[config.mk]
export PLATFORM = sky130hd
export DESIGN_NAME = inst_fetch_ctrl
export DESIGN_NICKNAME = d
export VERILOG_FILES = /design/src/rtl/inst_fetch_ctrl_pkg.sv /design/src/rtl/inst_fetch_ctrl_fifo.sv /design/src/rtl/inst_fetch_ctrl.sv
export SDC_FILE = /design/constraint.sdc
export NUM_CORES = 1
export LEC_CHECK = 0
export ABC_AREA = 0
export BUFFER_PORTS_ARGS = -buffer_cell sky130_fd_sc_hd__buf_2
export CORE_MARGIN = 3
export CORE_UTILIZATION = 45
export DETAILED_ROUTE_END_ITERATION = 6
export GPL_TIMING_DRIVEN = 0
export PLACE_DENSITY = 0.63
export SYNTH_ARGS = -nofsm -noshare
export SYNTH_HDL_FRONTEND = slang
export SYNTH_HIERARCHICAL = 1
export SYNTH_SLANG_ARGS = --single-unit
[constraint.sdc]
create_clock -name clk -period 7.4 [get_ports clk]
set_clock_uncertainty 0.1 [all_clocks]
set_input_delay 0.37 -clock clk [delete_from_list [all_inputs] [get_ports clk]]
set_output_delay 0.37 -clock clk [all_outputs]
set_load 0.005 [all_outputs]
[src/rtl/inst_fetch_ctrl_pkg.sv]
// inst_fetch_ctrl_pkg: shared widths, reset PC, flag encodings and FIFO entry types for the fetch controller
package inst_fetch_ctrl_pkg;
  localparam int INST_ADDR_W = 32;
  localparam int INST_W = 32;
  localparam logic [INST_ADDR_W-1:0] RESET_PC_DEF = 32'h1c00_0000;
  localparam logic [INST_W-1:0] ZERO_WORD = '0;
  localparam logic INST_VALID = 1'b1;
  localparam logic INST_INVALID = 1'b0;
  localparam logic BRANCH = 1'b1;
  typedef struct packed {
    logic [INST_ADDR_W-1:0] pc;
    logic epoch;
  } inflight_t;
  typedef struct packed {
    logic [INST_ADDR_W-1:0] pc;
    logic [INST_W-1:0] inst;
  } result_t;
endpackage

[src/rtl/inst_fetch_ctrl_fifo.sv]
// fetch_fifo: synchronous FIFO with clear; ports push_i/pop_i/clear_i/data_i in, full_o/empty_o/count_o/head_o out
module fetch_fifo #(
  parameter int WIDTH = 32,
  parameter int DEPTH = 4
) (
  input  logic                   clk,
  input  logic                   rst_n,
  input  logic                   push_i,
  input  logic                   pop_i,
  input  logic                   clear_i,
  input  logic [WIDTH-1:0]       data_i,
  output logic                   full_o,
  output logic                   empty_o,
  output logic [$clog2(DEPTH):0] count_o,
  output logic [WIDTH-1:0]       head_o
);
  localparam int AW = $clog2(DEPTH);
  logic [WIDTH-1:0] mem_q [DEPTH];
  logic [AW-1:0] wr_q, rd_q;
  logic [AW:0] cnt_q;
  logic do_push, do_pop;
  assign empty_o = cnt_q == '0;
  assign full_o = cnt_q == (AW+1)'(DEPTH);
  assign count_o = cnt_q;
  assign head_o = mem_q[rd_q];
  assign do_pop = pop_i && !empty_o;
  // a full FIFO still accepts a push when the head leaves in the same cycle
  assign do_push = push_i && (!full_o || do_pop);
  always_ff @(posedge clk or negedge rst_n) begin
    if (!rst_n) begin
      wr_q <= '0;
      rd_q <= '0;
      cnt_q <= '0;
    end else if (clear_i) begin
      wr_q <= '0;
      rd_q <= '0;
      cnt_q <= '0;
    end else begin
      wr_q <= do_push ? wr_q + AW'(1) : wr_q;
      rd_q <= do_pop ? rd_q + AW'(1) : rd_q;
      cnt_q <= cnt_q + (AW+1)'(do_push) - (AW+1)'(do_pop);
    end
  end
  always_ff @(posedge clk) begin
    if (do_push && !clear_i) mem_q[wr_q] <= data_i;
  end
endmodule

[src/rtl/inst_fetch_ctrl.sv]
// inst_fetch_ctrl: IF-stage fetch PC owner; issues sequential fetches, pairs responses with their PC, drops stale ones by epoch
//   branch_flag_i/branch_target_i: redirect from EX; stall_i: decode not ready
//   req_o/req_addr_o/req_ready_i: fetch request handshake; resp_valid_i/resp_data_i: in-order instruction return
//   pc_o/inst_o/inst_valid_o: presented instruction, zero when invalid
module inst_fetch_ctrl
  import inst_fetch_ctrl_pkg::*;
#(
  parameter logic [INST_ADDR_W-1:0] RESET_PC = RESET_PC_DEF,
  parameter int DEPTH = 4
) (
  input  logic                   clk,
  input  logic                   rst_n,
  input  logic                   branch_flag_i,
  input  logic [INST_ADDR_W-1:0] branch_target_i,
  input  logic                   stall_i,
  output logic                   req_o,
  output logic [INST_ADDR_W-1:0] req_addr_o,
  input  logic                   req_ready_i,
  input  logic                   resp_valid_i,
  input  logic [INST_W-1:0]      resp_data_i,
  output logic [INST_ADDR_W-1:0] pc_o,
  output logic [INST_W-1:0]      inst_o,
  output logic                   inst_valid_o
);
  localparam int CW = $clog2(DEPTH) + 1;
  logic [INST_ADDR_W-1:0] fetch_pc_q, fetch_pc_d;
  logic epoch_q, epoch_d;
  logic branch, hs, if_pop, rs_push, rs_pop;
  logic if_full, if_empty, rs_full, rs_empty;
  logic [CW-1:0] if_cnt, rs_cnt;
  logic [CW:0] occ;
  inflight_t if_head;
  result_t rs_head;
  assign branch = branch_flag_i == BRANCH;
  // in-flight requests and buffered results share one credit pool, so a full
  // result FIFO can never be overrun by responses already on their way
  assign occ = {1'b0, if_cnt} + {1'b0, rs_cnt};
  assign req_o = occ < (CW+1)'(DEPTH) && !if_full && !branch;
  assign req_addr_o = fetch_pc_q;
  assign hs = req_o && req_ready_i;
  assign if_pop = resp_valid_i && !if_empty;
  assign rs_push = if_pop && if_head.epoch == epoch_q && !branch && !rs_full;
  assign inst_valid_o = rs_empty ? INST_INVALID : INST_VALID;
  assign rs_pop = inst_valid_o && !stall_i;
  assign pc_o = inst_valid_o ? rs_head.pc : ZERO_WORD;
  assign inst_o = inst_valid_o ? rs_head.inst : ZERO_WORD;
  always_comb begin
    fetch_pc_d = branch ? branch_target_i : hs ? fetch_pc_q + 32'd4 : fetch_pc_q;
    epoch_d = epoch_q ^ branch;
  end
  always_ff @(posedge clk or negedge rst_n) begin
    if (!rst_n) begin
      fetch_pc_q <= RESET_PC;
      epoch_q <= 1'b0;
    end else begin
      fetch_pc_q <= fetch_pc_d;
      epoch_q <= epoch_d;
    end
  end
  fetch_fifo #(.WIDTH(33), .DEPTH(DEPTH)) u_inflight (
    .clk(clk), .rst_n(rst_n), .push_i(hs), .pop_i(if_pop), .clear_i(1'b0),
    .data_i(inflight_t'{pc: fetch_pc_q, epoch: epoch_q}),
    .full_o(if_full), .empty_o(if_empty), .count_o(if_cnt), .head_o(if_head)
  );
  fetch_fifo #(.WIDTH(64), .DEPTH(DEPTH)) u_result (
    .clk(clk), .rst_n(rst_n), .push_i(rs_push), .pop_i(rs_pop), .clear_i(branch),
    .data_i(result_t'{pc: if_head.pc, inst: resp_data_i}),
    .full_o(rs_full), .empty_o(rs_empty), .count_o(rs_cnt), .head_o(rs_head)
  );
endmodule

# Word level (Yosys, flattened, before mapping)
# Memory sizes are Yosys's and may differ from the RTL's.
# Cells that the tools add are included.
# word_totals
ff_bits	47
ram_bits	388
inputBits	70
output_inout_bits	98
word_cells	65
n_memories	2
# op_classes
addsub	10
order_cmp	1
eq_ne	3
mux	14
bitwise_logic	1
n_reduce_logical	26
# memory_table
memory	depth	word_bits	rd	rd_clocked_by_memory_dff	wr	line	source
u_result.mem_q	4	64	1	0	1	inst_fetch_ctrl_fifo.sv:18	logic [WIDTH-1:0] mem_q [DEPTH];
u_inflight.mem_q	4	33	1	0	1	inst_fetch_ctrl_fifo.sv:18	
# op_table
operator	count
32-bit 2-to-1 mux	4
32-bit by 3-bit adder with 32-bit output, second input constant	1
1-bit logical AND	13
2-bit by 1-bit adder with 2-bit output, second input constant	4
2-bit 2-to-1 mux	4
3-bit by 1-bit adder with 3-bit output	2
3-bit equality test, second input constant	2
1-bit logical NOT	6
3-bit logical NOT	2
2-bit nonzero test	3
3-bit by 1-bit subtractor with 3-bit output	2
1-bit 2-to-1 mux	5
3-bit by 3-bit adder with 4-bit output	1
4-bit by 3-bit less-than comparator with 1-bit output, second input constant	1
3-bit 2-to-1 mux	1
1-bit logical OR	2
1-bit equality test	1
1-bit XOR	1

# Depth between registers and ports, before layout
# Gate-level depths: netlist (run 1).
# logic_depth
depth_word	10
depth_mapped	12
ltp_nobuf	11

# Hierarchy
# The synthesis (run 1) kept the hierarchy.
# modules_own_cells
module	instances	cells_each	area_per_inst_um2	seq_area_each_um2
fetch_fifo (u_result)	1	379	9718.1	7862.5
fetch_fifo (u_inflight)	1	218	5256.3	4139.0
inst_fetch_ctrl	1	285	2429.8	829.5

# Least setup slack after synthesis (run 1)
# No wires, ideal clock.
# synth_path
kind	register -> register
from	register u_inflight.rd_q[0]
to	memory u_result.mem_q[0][0] (enable)
setup_time_ns	0.429
arrival_time_ns	3.492
t_required_ns	6.871
path_slack_ns	3.379
path_stages_with_launch	8
path_buffers	2
period_less_slack_ns	4.021
path_cell_list	dfrtp_1 > buf_6 > buf_6 > mux4_2 > xor2_1 > nor4b_1 > nor3b_1 > and2_1
# synth_lines
element	line	source
from (decl)	inst_fetch_ctrl_fifo.sv:19	logic [AW-1:0] wr_q, rd_q;
from (signal assigned)	inst_fetch_ctrl_fifo.sv:40	rd_q <= do_pop ? rd_q + AW'(1) : rd_q;
to (decl)	inst_fetch_ctrl_fifo.sv:18	

# Worst setup path in the final report (run 1)
# layout_path
from	register u_result.cnt_q[1] (netlist: u_result/count_o[1])
to	register u_result.cnt_q[1] (netlist: u_result/count_o[1])
# layout_between
elab_chain_len	9
elab_cells_between_ends	13
classes_between	2 x add/sub; 1 x eq/ne; 2 x mux; 8 x reduce/logical
# layout_lines
element	line	source
from (decl)	inst_fetch_ctrl_fifo.sv:20	logic [AW:0] cnt_q;
from (signal assigned)	inst_fetch_ctrl_fifo.sv:41	cnt_q <= cnt_q + (AW+1)'(do_push) - (AW+1)'(do_pop);
3-bit logical NOT *	inst_fetch_ctrl_fifo.sv:22	assign empty_o = cnt_q == '0;
named net rs_empty	inst_fetch_ctrl.sv:29	logic if_full, if_empty, rs_full, rs_empty;
1-bit 2-to-1 mux *	inst_fetch_ctrl.sv:43	assign inst_valid_o = rs_empty ? INST_INVALID : INST_VALID;
1-bit logical AND *	inst_fetch_ctrl.sv:44	assign rs_pop = inst_valid_o && !stall_i;
named net rs_pop	inst_fetch_ctrl.sv:28	logic branch, hs, if_pop, rs_push, rs_pop;
1-bit logical AND *	inst_fetch_ctrl_fifo.sv:26	assign do_pop = pop_i && !empty_o;
1-bit logical OR	inst_fetch_ctrl_fifo.sv:28	assign do_push = push_i && (!full_o || do_pop);
1-bit logical AND	inst_fetch_ctrl_fifo.sv:28	
3-bit by 1-bit adder with 3-bit output	inst_fetch_ctrl_fifo.sv:41	
3-bit by 1-bit subtractor with 3-bit output *	inst_fetch_ctrl_fifo.sv:41	
3-bit 2-to-1 mux *	inst_fetch_ctrl_fifo.sv:34	end else if (clear_i) begin
# Mark *: on every way through the listed nets, which the timed path passes. The rest lies on a longest branch.
# A chain may end at the register's enable or synchronous reset.

==> reports/qor.yml, run 1 <==
fin_crit_sh_pct: 50.5
hold_class: "primary input to asynchronous set/reset pin"
total_power_mw: 5.61
grt_overflow_total: 0
layout.cells.non_filler: 1699
path_class: "register to register"
top_usage_layer: "met2"
drc: 0
place.gp.congestion: 0.820
clk_pin_slew_worst_paths_ps: 60
rsz0062_at_grt: "false"
ant_nets: 0
grt_use_total_pct: 17.4
insertedDiodeCount: 0
cts_sinks: 435
netlist_instances: 882
synth.most_common_cell: "edfxtp_1"
fmax_mhz: 268
cp-start-kind: "register"
arrival_ps: 4090
slew_viol_final: 0
drt_iter0_markers: 518
dieArea_um2: 41100
cts_tree: "done"
row_count: 71
ys_seq_elements: 435
relSlewSlack_pct: 20.6
num_io_pins: 168
r2r_cells: 10
start_util_pct: 45.9
synthMuxAreaShare_pct: 13.1
worstReg2RegStart: "u_result/count_o[1]"
cap_violations: 0
cts-root-buf: "clkbuf_16"
synth_top_area_share_pct: 66.9
die_h_um: 203
ys.flop_type: "edfxtp_1"
nNetsFinal: 1239
end_kind: "register"
synth_edf_count: 388
totalWireLength_um: 35000
peakVddDrop_uv: 152
die_w_um: 203
async_reset_ff_share_pct: 10.8
cp.required_ps: 7750
numCtsBuffers: 44
seqCellArea_um2: 12800
powerDensity_nw_per_um2: 268
syn_area_per_cell_um2: 19.7
grt_max_degree: 50
timing.rr.end: "u_result/count_o[1]"
reg2reg_setup_slack_ps: 3660
cp-startpoint: "u_result/count_o[1]"
cts-resized-gates: 0
area_growth_pct: 20.5
grt_pass1_wl_um: 55400
drt_first_pass_iters: 5
synth_top_cell_by_area: "edfxtp_1"
multi_input_area_um2: 4270
yosys.area_share.simple_pct: 7.15
yosysWarnings: 6
met1_usage_pct: 24.6
yosys-top-cells-area: "edfxtp_1 (67%), mux4_2 (13%), dfrtp_1 (6.3%)"
core-area_um2: 37900
synthDistinctLibCells: 59
synthAdderAreaFrac_pct: 1.16
antenna_found_initial: 0
fin_hold_ws_ps: -5.64
io_buffers: 166
hold_viol_final: 1
synthTopCellsByCount: "edfxtp_1 (388), mux4_2 (97), nor2b_1 (67)"
grtUsageMet3_pct: 2.63
grt_pass1_vias: 9499
num_vias: 9008
setup_violations: 0
hpwl_um: 22400
drive_above_1_share_pct: 33.0
synthXorXnorAreaFrac_pct: 0.956
synth-seq-area-share_pct: 73.7
worst_pin_slew_ps: 1190
dp_cells: 1563
finalCriticalPeriod_ps: 3740
clk_latency_ps: 520
status: "complete, but fails checks"
violations: "negative hold slack"
viasPerCell: 5.30
syn-num-nets: 967
synth_compound_area_share_pct: 2.08
synth_top_family_by_area: "multiplexers"
cts_htree_levels: 2
num-fill-cells: 2971
setup-tns-final_ps: 0
p_leak_nw: 7.22
path_max_fanout: 10
netlist_area_um2: 17400
wl_per_cell_um: 20.6
cts_buffer_depth: 3
grtUsageMet2_pct: 28.6
registers in the layout, summed over array words and instances (netlist names):
register / cells
epoch_q: 1
req_addr_o: 32
u_inflight/count_o: 3
u_inflight/mem_q: 132
u_inflight/rd_q: 2
u_inflight/wr_q: 2
u_result/count_o: 3
u_result/mem_q: 256
u_result/rd_q: 2
u_result/wr_q: 2
critical path: stages (launching register included):
cell and delay [ps]:
dfrtp_1 520, nor3_1 740, clkbuf_1 680, nor2_1 280
nor4b_4 310, nor2b_2 110, a21o_1 190, ha_1 170
inv_1 60, fa_1 400, nor2_1 90
metal layers:
layer	routed length, um	share of wire [%]
met5	0	0
met3	1460	4.2
met2	17100	49
met4	787	2.2
met1	15700	45
through the flow:
| stage | setup slack, ps | utilization [%] | hold slack, ps | instance area, um2 |
|---|---|---|---|---|
| floorplan | 3380 | - | -25.6 | 17400 |
| detailed placement | 3460 | 50.1 | 448 | 19000 |
| global placement | 1800 | 49.8 | 427 | 18900 |
| CTS | 3410 | 55.3 | 13.5 | 21000 |
| global route | 3380 | 55.3 | 32.3 | 21000 |
| finish | 3660 | 55.3 | -5.64 | 21000 |
cell families (layout without fill, tap and decap cells):
kind of cell | count (synthesis) | count (layout)
AOI/OAI and AO/OA | 51 | 51
xor gates and xnor gates | 19 | 19
adders and majority gates | 15 | 15
buffers and inverters | 52 | 358
DFF | 435 | 435
muxes | 105 | 105
other | 1 | 1
and+or+nand+nor | 204 | 204
final cells by class:
| class | instances | area share (%) |
|---|---|---|
| tap | 511 | 3.05 |
| multi-input combinational | 395 | 20.4 |
| timing repair buffer | 226 | 7.16 |
| inverter | 11 | 0.197 |
| clock inverter | 17 | 0.883 |
| sequential | 435 | 61.2 |
| buffer | 41 | 1.31 |
| clock buffer | 63 | 5.88 |
where the power goes:
part	switching (mW)	internal [mW]
sequential	0.0942	2.81
combinational	0.297	0.252
clock	0.864	1.30
total	1.26	4.36
layout by cell type, fill, tap and decap left out, drive strengths merged, types with 4 or more instances in the layout:
master / count
dfrtp: 44
nor3: 5
o211ai: 14
xnor2: 5
nor2b: 69
and2: 11
clkinv: 13
inv: 10
nand2b: 4
nor2: 21
bufinv: 4
and3: 6
mux4: 97
nor4: 4
o21ai: 14
nand2: 35
nand3: 23
clkbuf: 81
nand4: 11
nor3b: 4
mux2: 5
edfxtp: 388
ha: 13
buf: 193
dlygate4sd3: 56
o311ai: 7
xor2: 14
what timing repair did:
| action | 4_1_cts | 5_1_grt |
|---|---|---|
| endpoints found under the hold margin | 152 | 0 |
| setup buffers | 0 | 0 |
| hold buffers | 56 | 0 |
worst max-delay path by stage:
stage,endpoint,slack [ps],depth (start not counted)
5_1_grt,u_result/count_o[1],3380,10
4_1_cts,u_result/count_o[1],3410,10
3_5_place_dp,u_result/count_o[1],3460,10
6_report,u_result/count_o[1],3660,10
3_3_place_gp,u_result/mem_q[0][25],1800,7
2_1_floorplan,u_result/mem_q[0][0],3380,7
Power figures use the tool's default switching activity.
==> inputs of run 2 (changes only) <==
--- a/config.mk
+++ b/config.mk
@@ -11,7 +11,7 @@
 export CORE_UTILIZATION = 45
 export DETAILED_ROUTE_END_ITERATION = 6
 export GPL_TIMING_DRIVEN = 0
-export PLACE_DENSITY = 0.63
+export PLACE_DENSITY = 0.66
 export SYNTH_ARGS = -nofsm -noshare
 export SYNTH_HDL_FRONTEND = slang
 export SYNTH_HIERARCHICAL = 1
==> constraint.sdc (replaced) <==
create_clock -name clk -period 3.3 [get_ports clk]
set_clock_uncertainty 0.1 [all_clocks]
set_input_delay 0.165 -clock clk [delete_from_list [all_inputs] [get_ports clk]]
set_output_delay 0.165 -clock clk [all_outputs]
set_load 0.005 [all_outputs]
==> reports/qor.yml, run 2 (synthesized netlist as in run 1, its figures left out) <==
status: "complete, no violations"
grt_use_total_pct: 18.2
seqCellArea_um2: 12800
clk_latency_ps: 530
clk_pin_slew_worst_paths_ps: 60
viasPerCell: 5.34
area_growth_pct: 22.3
arrival_ps: 3440
grt_pass1_wl_um: 57100
cts_sinks: 435
multi_input_area_um2: 4390
num_io_pins: 168
drt_iter0_markers: 641
peakVddDrop_uv: 331
die_h_um: 203
wl_per_cell_um: 21.6
setup_violations: 0
row_count: 71
total_power_mw: 12.6
nNetsFinal: 1267
final_common_cell: "edfxtp_1"
hold_class: "primary input to register"
cts_htree_levels: 2
cap_violations: 0
ant_nets: 0
finish.utilization_pct: 56.1
num-fill-cells: 2951
largest_register_ffs: 256
path_class: "register to register"
finalCriticalPeriod_ps: 3150
grt_overflow_total: 0
place_ws_ps: -679
rsz0062_at_grt: "true"
grt_max_degree: 57
slew_viol_final: 0
antenna_found_initial: 0
die_w_um: 203
worst_slack_ps: 153
place.gp.congestion: 0.857
cp.required_ps: 3590
totalWireLength_um: 37300
cts_buffer_depth: 3
cts-root-buf: "clkbuf_16"
num_vias: 9214
drive_above_1_share_pct: 34.0
hpwl_um: 22500
top_register: "u_result/mem_q"
drt_first_pass_iters: 5
p_leak_nw: 7.35
design_area_um2: 21300
dpl_cell_area_um2: 19000
grt_pass1_vias: 9708
dieArea_um2: 41100
drc: 0
hold_viol_final: 0
core-area_um2: 37900
cp-start-kind: "register"
relSlewSlack_pct: 22.4
worst_pin_slew_ps: 1160
cts_tree: "done"
path_max_fanout: 10
numCtsBuffers: 45
fin_hold_ws_ps: 54.2
mostFrequentLayoutCells: "edfxtp_1 (388), buf_2 (178), mux4_2 (97)"
insertedDiodeCount: 0
fin_crit_sh_pct: 95.4
end_kind: "register"
io_buffers: 166
fmax_mhz: 318
start_util_pct: 45.9
powerDensity_nw_per_um2: 593
run 2: what timing repair did:
| item | 4_1_cts | 5_1_grt |
|---|---|---|
| setup endpoints to repair | 444 | 153 |
| pin swaps | 8 | 3 |
| gates resized for setup | 17 | 6 |
| buffers inserted | 3 | 3 |
| hold buffers | 69 | 0 |
| endpoints found under the hold margin | 209 | 0 |
| gates cloned | 7 | 1 |
run 2: cell type report:
cell class                 instances  share of cell area [%]
inverter                          11                   0.194
tap                              511                    3.00
clock inverter                    21                    1.01
buffer                            41                    1.30
clock buffer                      60                    5.55
sequential                       435                    60.3
timing repair buffer             246                    8.02
multi-input combinational        402                    20.6
run 2: worst paths after layout:
path	start	end	slack, ps	cells after the start
setup / recovery	u_inflight/rd_q[0]	u_result/count_o[2]	150	12
hold / removal	branch_flag_i	req_addr_o[6]	50	3
setup reg to reg	u_inflight/rd_q[0]	u_result/count_o[2]	150	12
hold reg to reg	req_addr_o[0]	u_inflight/mem_q[3][1]	450	0
max in group asynchronous	rst_n	u_result/count_o[2]	2010	2
min in group asynchronous	rst_n	u_result/count_o[1]	320	2
run 2: worst max-delay path, stage by stage, from the launching register on:
cell     delay (ps)
dfrtp_1         340
buf_6           160
buf_6           210
mux4_2          530
xor2_1          180
nor4b_2         340
nor2b_4         250
a21o_1          130
ha_1            130
inv_1            50
fa_1            370
xnor2_1         170
nor2_1           60
run 2: per-layer routing:
metal | wire length (um) | up-vias | global-route usage (%) | part of all wire, %
met3 | 2080 | 61 | 2.84 | 5.6
li1 | - | 4150 | - | -
met4 | 839 | 0 | 5.17 | 2.3
met1 | 15700 | 4666 | 24.5 | 42
met2 | 18600 | 337 | 31.1 | 50
met5 | 0 | - | 0 | 0
run 2: metrics by stage:
stage / cells / setup TNS (ps)
floorplan: 882 / -7480
global placement: 1559 / -388280
detailed placement: 1563 / -181380
CTS: 1723 / 0
global route: 1727 / -89.0
finish: 1727 / 0
run 2: power by group:
part | total (mW) | internal (mW) | leakage, nW | switching (mW)
registers | 6.51 | 6.29 | 4.08 | 0.213
logic | 1.32 | 0.604 | 2.59 | 0.711
clock network | 4.79 | 2.83 | 0.675 | 1.96
total | 12.6 | 9.73 | 7.35 | 2.88
==> inputs of run 3 (changes only) <==
--- a/config.mk
+++ b/config.mk
@@ -11,6 +11,7 @@
 export CORE_UTILIZATION = 45
 export DETAILED_ROUTE_END_ITERATION = 6
 export GPL_TIMING_DRIVEN = 0
+export MAX_ROUTING_LAYER = met4
 export PLACE_DENSITY = 0.66
 export SYNTH_ARGS = -nofsm -noshare
 export SYNTH_HDL_FRONTEND = slang
==> reports/qor.yml, run 3 (synthesized netlist as in run 1, its figures left out) <==
clk_latency_ps: 530
cp.required_ps: 3590
grt_pass1_vias: 9701
clk_pin_slew_worst_paths_ps: 60
p_seq_share_pct: 51.6
drive_above_1_share_pct: 34.0
p_sw_share_pct: 22.9
reg2reg_setup_slack_ps: 150
start_util_pct: 45.9
powerDensity_nw_per_um2: 593
clkPwrFrac_pct: 38.0
top_register: "u_result/mem_q"
mostFrequentLayoutCells: "edfxtp_1 (388), buf_2 (178), mux4_2 (97)"
timing.rr.end: "u_result/count_o[2]"
fin_hold_ws_ps: 56.1
place.gp.congestion: 0.871
cp-start-kind: "register"
status: "complete, no violations"
viasPerCell: 5.34
power_switching_mw: 2.89
grt_pass1_wl_um: 57100
core-area_um2: 37900
hold_class: "primary input to register"
nNetsFinal: 1267
drt_first_pass_iters: 6
cts_buffer_depth: 3
crit_path_cell_trace: "buf_6 > buf_6 > mux4_2 > xor2_1 > nor4b_2 > nor2b_4 > a21o_1 > ha_1 > inv_1 > fa_1 > xnor2_1 > nor2_1"
critPathTopFamily: "simple AND/OR/NAND/NOR gates"
finalCriticalPeriod_ps: 3150
wl_per_cell_um: 21.6
cts-root-buf: "clkbuf_16"
dp_cells: 1563
layout.cells.non_filler: 1727
total_power_mw: 12.6
io_buffers: 166
worstReg2RegStart: "u_inflight/rd_q[0]"
cap_violations: 0
insertedDiodeCount: 0
area_growth_pct: 22.3
dieArea_um2: 41100
r2r_cells: 12
die_w_um: 203
cp_slowest_cell: "mux4_2"
rsz0062_at_grt: "true"
grt_use_total_pct: 18.7
cts_htree_levels: 2
critPathBufInv: 3
antenna_found_initial: 0
arrival_ps: 3440
final_common_cell: "edfxtp_1"
numCtsBuffers: 45
grt_overflow_total: 0
finish.utilization_pct: 56.1
hold_depth: 3
setup_violations: 0
peakVddDrop_uv: 329
slew_viol_final: 0
num_vias: 9222
path_class: "register to register"
cts_tree: "done"
largest_register_ffs: 256
drc: 0
fmax_mhz: 317
hold_viol_final: 0
cpMostUsedCell: "buf_6"
grt_max_degree: 57
min_from: "branch_flag_i"
row_count: 71
fin_crit_sh_pct: 95.5
num-fill-cells: 2951
cp_slowest_stage_delay_ps: 530
p_leak_nw: 7.35
totalWireLength_um: 37200
ant_nets: 0
hpwl_um: 22500
path_max_fanout: 10
cts_sinks: 435
drt_iter0_markers: 613
p_comb_share_pct: 10.4
die_h_um: 203
relSlewSlack_pct: 22.5
hold_end: "req_addr_o[6]"
worst_pin_slew_ps: 1160
internal-power_mw: 9.73
num_io_pins: 168
end_kind: "register"
## run 3: cell counts in the layout (fill, tap and decap cells not counted)
No cell type changed its count.
## run 3: final cells by class
cell class	instances	area [um2]	share of cell area (%)
buffer	41	277	1.30
clock buffer	60	1180	5.55
clock inverter	21	214	1.01
inverter	11	41.3	0.194
multi-input combinational	402	4390	20.6
sequential	435	12800	60.3
tap	511	639	3.00
timing repair buffer	246	1710	8.02
## run 3: power groups by stage
stage	clock network [mW]	logic, mW	registers [mW]
2_1_floorplan	0	0.719	6.55
3_3_place_gp	0	1.18	6.61
3_5_place_dp	0	1.21	6.62
4_1_cts	4.92	1.33	6.51
5_1_grt	5.15	1.45	6.53
6_report	4.80	1.31	6.51
## run 3: worst max-delay path by stage
stage                        startpoint                     to  slack [ps]  cells past startpoint
floorplan            u_inflight/rd_q[0]   u_result/mem_q[0][0]         -30                      7
global placement    u_result/count_o[1]  u_result/mem_q[2][30]       -1080                      6
detailed placement  u_result/count_o[1]    u_result/count_o[1]        -680                     10
CTS                 u_result/count_o[2]  u_inflight/count_o[2]          60                     12
global route         u_inflight/rd_q[0]    u_result/count_o[2]         -90                     12
finish               u_inflight/rd_q[0]    u_result/count_o[2]         150                     12
## run 3: per-stage QoR
step | TNS (ps) | setup slack, ps | instance area [um2]
global placement | -388280 | -1080 | 18900
floorplan | -7480 | -29.2 | 17400
CTS | 0 | 64.3 | 21200
global route | -89.0 | -89.0 | 21300
detailed placement | -181380 | -679 | 19000
finish | 0 | 149 | 21300
## run 3: timing repair
item	4_1_cts	5_1_grt
setup endpoints to repair	444	153
endpoints found under the hold margin	209	0
hold buffers	69	0
buffers inserted	3	3
gates cloned	7	1
pin swaps	8	3
gates resized for setup	17	6
## run 3: per-layer routing
metal  vias to the layer above  wire length (um)  global-route usage (%)
met5                         -                 0                       -
met4                         0               789                    5.17
met3                        63              1830                    2.50
met2                       325             18700                    31.1
met1                      4693             15900                    24.7
li1                       4141                 -                       -
## run 3: worst min-delay path: cells and delay by family
family	cells	cell delay, ps
AOI/OAI and AO/OA	2	310
buffers and inverters	1	160
